File: src/rtl/fifo_push_arbiter.sv
// Round-robin, packet-locking push arbiter that shares one Fifo between several val/rdy
// producers, tags each beat with its source index and exposes the Fifo head to one consumer.
module fifo_push_arbiter #(
    parameter int unsigned p_num_reqs = 4,
    parameter int unsigned p_msg_bits = 32,
    parameter int unsigned p_depth    = 32,
    localparam int unsigned c_id_bits  = $clog2(p_num_reqs),
    localparam int unsigned c_cnt_bits = $clog2(p_depth + 1)
) (
    input  logic                           clk,
    input  logic                           rst,
    input  logic [p_num_reqs-1:0]          req_val,
    output logic [p_num_reqs-1:0]          req_rdy,
    input  logic [p_num_reqs-1:0]          req_last,
    input  logic [p_num_reqs*p_msg_bits-1:0] req_msg,
    output logic                           fifo_push,
    output logic [c_id_bits+p_msg_bits-1:0] fifo_wdata,
    input  logic                           fifo_full,
    output logic                           fifo_pop,
    input  logic                           fifo_empty,
    input  logic [c_id_bits+p_msg_bits-1:0] fifo_rdata,
    output logic                           deq_val,
    input  logic                           deq_rdy,
    output logic [c_id_bits-1:0]           deq_src,
    output logic [p_msg_bits-1:0]          deq_msg,
    output logic [c_cnt_bits-1:0]          occupancy
);

    typedef enum logic [0:0] {StIdle, StLocked} state_e;

    state_e                state_q;
    logic [c_id_bits-1:0]  ptr_q;
    logic [c_id_bits-1:0]  owner_q;
    logic [c_cnt_bits-1:0] count_q;

    logic [c_id_bits-1:0]  winner;
    logic                  found;
    logic [c_id_bits-1:0]  grant;
    logic                  grant_en;
    logic [c_id_bits-1:0]  next_ptr;

    // Descending scan so the candidate closest to ptr_q is written last and wins.
    always_comb begin
        logic [c_id_bits-1:0] idx;
        winner = '0;
        found  = 1'b0;
        for (int k = int'(p_num_reqs) - 1; k >= 0; k--) begin
            idx = c_id_bits'((int'(ptr_q) + k) % int'(p_num_reqs));
            if (req_val[idx]) begin
                winner = idx;
                found  = 1'b1;
            end
        end
    end

    always_comb begin
        grant    = (state_q == StLocked) ? owner_q : winner;
        grant_en = (state_q == StLocked) ? 1'b1 : found;
        next_ptr = (grant == c_id_bits'(p_num_reqs - 1)) ? '0 : grant + c_id_bits'(1);

        req_rdy = '0;
        if (!rst && grant_en && !fifo_full) begin
            req_rdy[grant] = 1'b1;
        end
        fifo_push  = req_val[grant] & req_rdy[grant];
        fifo_wdata = {grant, req_msg[grant*p_msg_bits +: p_msg_bits]};
    end

    always_comb begin
        deq_val              = !fifo_empty;
        fifo_pop             = deq_val & deq_rdy & !rst;
        {deq_src, deq_msg}   = fifo_rdata;
        occupancy            = count_q;
    end

    always_ff @(posedge clk) begin
        if (rst) begin
            state_q <= StIdle;
            ptr_q   <= '0;
            owner_q <= '0;
            count_q <= '0;
        end else begin
            if (fifo_push) begin
                if (req_last[grant]) begin
                    ptr_q   <= next_ptr;
                    state_q <= StIdle;
                end else if (state_q == StIdle) begin
                    owner_q <= grant;
                    state_q <= StLocked;
                end
            end
            unique case ({fifo_push, fifo_pop})
                2'b10:   count_q <= count_q + c_cnt_bits'(1);
                2'b01:   count_q <= count_q - c_cnt_bits'(1);
                default: count_q <= count_q;
            endcase
        end
    end

endmodule

File: config.mk
export PLATFORM = sky130hd
export DESIGN_NAME = fifo_push_arbiter
export DESIGN_NICKNAME = d
export VERILOG_FILES = /design/src/rtl/fifo_push_arbiter.sv
export SDC_FILE = /design/constraint.sdc
export NUM_CORES = 1
export LEC_CHECK = 0
export CAP_MARGIN = 20
export CORE_AREA = 2 2 100 102
export DETAILED_ROUTE_END_ITERATION = 10
export DIE_AREA = 0 0 102 104
export PLACE_DENSITY = 0.67
export SYNTH_ARGS = -nofsm -noshare
export SYNTH_HDL_FRONTEND = slang
export SYNTH_SLANG_ARGS = --single-unit
export TNS_END_PERCENT = 30
File: constraint.sdc
create_clock -name clk -period 4.83 [get_ports clk]
set_input_delay 0.483 -clock clk [delete_from_list [all_inputs] [get_ports clk]]
set_output_delay 0.483 -clock clk [all_outputs]
set_load 0.005 [all_outputs]
==> impl_metrics.ini <==
[outcome]
status = complete, no violations

[route]
wl_per_cell_um = 15.1
antenna_left = 0
via_count = 3001
drc = 0
initialDrtViolationCount = 85
vias_per_cell = 4.68
wl_um = 9690
dr.pass1.iters = 4

[sta]
worst_pin_slew_ps = 714
hold_viol = 0
fmax_mhz = 235
final_max_slew_viol_count = 0
fin_setup_tns_ps = 0
fin_skew_ps = 2.96
setup_viol = 0
post-route-period-util_pct = 88.1
slew_headroom_pct = 52.4
min_period_ps = 4260
holdWs_ps = 507
rsz0062_at_grt = false

[yosys]
yosysWarnings = 0
yosys.cell_count.top_type = nand2_1
dominantRegCellSynth = dfxtp_1
syn_nets = 553
synthCells = 371
ys_async_sr_fraction_pct = 0
synth.top_cells.by_area = nand2_1, buf_4, dfxtp_1, a31oi_1, and3_1
synth-seq-area-share_pct = 10.2
synthTopCellsByCount = nand2_1, buf_4, a31oi_1, and3_1
synth_edf_count = 0
synth_top_area_share_pct = 23.0
yosysUniqueCellTypes = 40
syn-cell-area_um2 = 2170
synth_top_area_cell = nand2_1
synth.ff_latch_count = 11
avgSynthCellArea_um2 = 5.84

[finish]
multi_input_area_um2 = 1530
fin_util_pct = 41.3
area_growth_pct = 81.7
nets = 691
fin_area_um2 = 3940
fillCellCount = 1004
finalNonFillerCells = 641
diodes = 0
drive_above_1_share_pct = 2.17
regArea_um2 = 220

[placement]
dpl.cell_count = 637
place_area_um2 = 3890
io_buffers = 187
place_hpwl_um = 7700
gp_congestion = 0.843

[setup_path]
crit_fanout = 10
cp-end-kind = register
crit_end = occupancy[5]$_SDFFE_PP0P_
cp.required_ps = 5000
rrSetupSlack_ps = 1040
reg2regPathDepth = 19
critPathArrivalTime_ps = 4420
timing_worst_setup_path_type = in -> reg
critPathLaunchType = input port
cp-startpoint = req_val[3]
regToRegStartpoint = ptr_q[1]$_SDFFE_PP0P_
r2r_end = occupancy[5]$_SDFFE_PP0P_

[global_route]
track_usage_pct = 17.0
grt.overflow.total = 0
grt_pass1_vias = 2869
grt_pass1_wl_um = 14500
grt_start_max_net_pins = 70
antenna_found_initial = 2

[clocking]
clk_pin_slew_worst_paths_ps = 50
cts_setup_buffers = 0
clockBufferDepth = 2
htree_levels = 1
cts_tree = built
cts.repair.resized = 0
root_buffer = clkbuf_8
clk_latency_ps = 240
cts_sinks = 11
cts_made_buffers = 3
holdBufCountCts = 0

[worst_hold_path]
hp-class = reg -> reg

[floorplan]
ios = 256
rows = 36
die_h_um = 104
core-area_um2 = 9550
fp.dieW_um = 102
dieArea_um2 = 10600
initial_core_util_pct = 22.7

[flow_run]
maxCapViolCount = 0

[power]
pwr_density_cell_nw_per_um2 = 331
peakVddDrop_mv = 0.263
power_leakage_nw = 1.70
cells in the final DEF, fill, tap and decap left out, drive strengths merged, types with 4 or more instances in the layout:
cell             n
clkdlybuf4s50  187
nand2          133
a31oi           33
and3            32
inv             16
nor2            15
a21oi           13
dfxtp           11
o21ai            6
ha               6
nand2b           5
a21o             4
mux2i            4
clkbuf           4
buf              4
cell families (layout without fill, tap and decap cells):
group,count (synthesis),in the layout,synth area share (%)
AOI/OAI and AO/OA,73,73,22.4
muxes,4,4,1.85
buffers and inverters,74,211,19.1
DFF,11,11,10.2
and+or+nand+nor,197,197,40.0
adders and majority gates,7,7,4.39
xor gates and xnor gates,5,5,2.02
stage by stage:
stage	power (mW)	setup slack (ps)
after floorplan	0.671	800
after global placement	1.21	493
after detailed placement	1.22	371
after CTS	1.32	527
after global routing	1.42	173
final	1.31	573
area by class of cell:
type                       count  share of cell area [%]
multi-input combinational    286                    38.9
tap                          133                    4.22
sequential                    11                    5.59
clock buffer                   4                    1.14
inverter                      16                    1.52
timing repair buffer         191                    48.6
power by group:
part	total (mW)	leakage [nW]	internal (mW)	switching [mW]
combinational	1.09	1.58	0.585	0.503
clock	0.0957	0.0228	0.0582	0.0375
sequential	0.121	0.0893	0.103	0.0180
total	1.31	1.70	0.747	0.559
registers in the layout, summed over array words and instances, names as in the netlist:
signal	cells
ptr_q	2
occupancy	6
owner_q	2
state_q	1
layer usage:
metal	share of wire, %	GRT usage (%)	vias up	wire, um
met2	50	30.7	110	4830
met5	0.31	0	-	30
met4	3.3	6.48	4	322
met3	8.5	5.04	40	828
li1	-	-	1494	-
met1	38	18.2	1353	3680
worst min-delay path by stage:
stage	start	depth (start not counted)	end
floorplan	owner_q[1]$_SDFFE_PP0P_	2	owner_q[1]$_SDFFE_PP0P_
global placement	owner_q[1]$_SDFFE_PP0P_	2	owner_q[1]$_SDFFE_PP0P_
detailed placement	occupancy[5]$_SDFFE_PP0P_	2	occupancy[5]$_SDFFE_PP0P_
CTS	owner_q[1]$_SDFFE_PP0P_	2	owner_q[1]$_SDFFE_PP0P_
global route	occupancy[5]$_SDFFE_PP0P_	2	occupancy[5]$_SDFFE_PP0P_
finish	owner_q[1]$_SDFFE_PP0P_	2	owner_q[1]$_SDFFE_PP0P_
critical path, stage by stage:
cell and delay (ps):
clkdlybuf4s50_1 630, nor3b_1 230, a211oi_1 80, o221ai_1 230, nand2_1 110, inv_1 70, ha_1 180, nand2_1 80
o21ai_0 160, nand4_1 160, a32o_2 280, ha_1 260, ha_1 290, a21o_1 170, a21oi_1 200, o21bai_1 90
a21oi_1 170, xnor2_1 90, or3_1 300, a21oi_1 140
(Power assumes the default switching activity.)
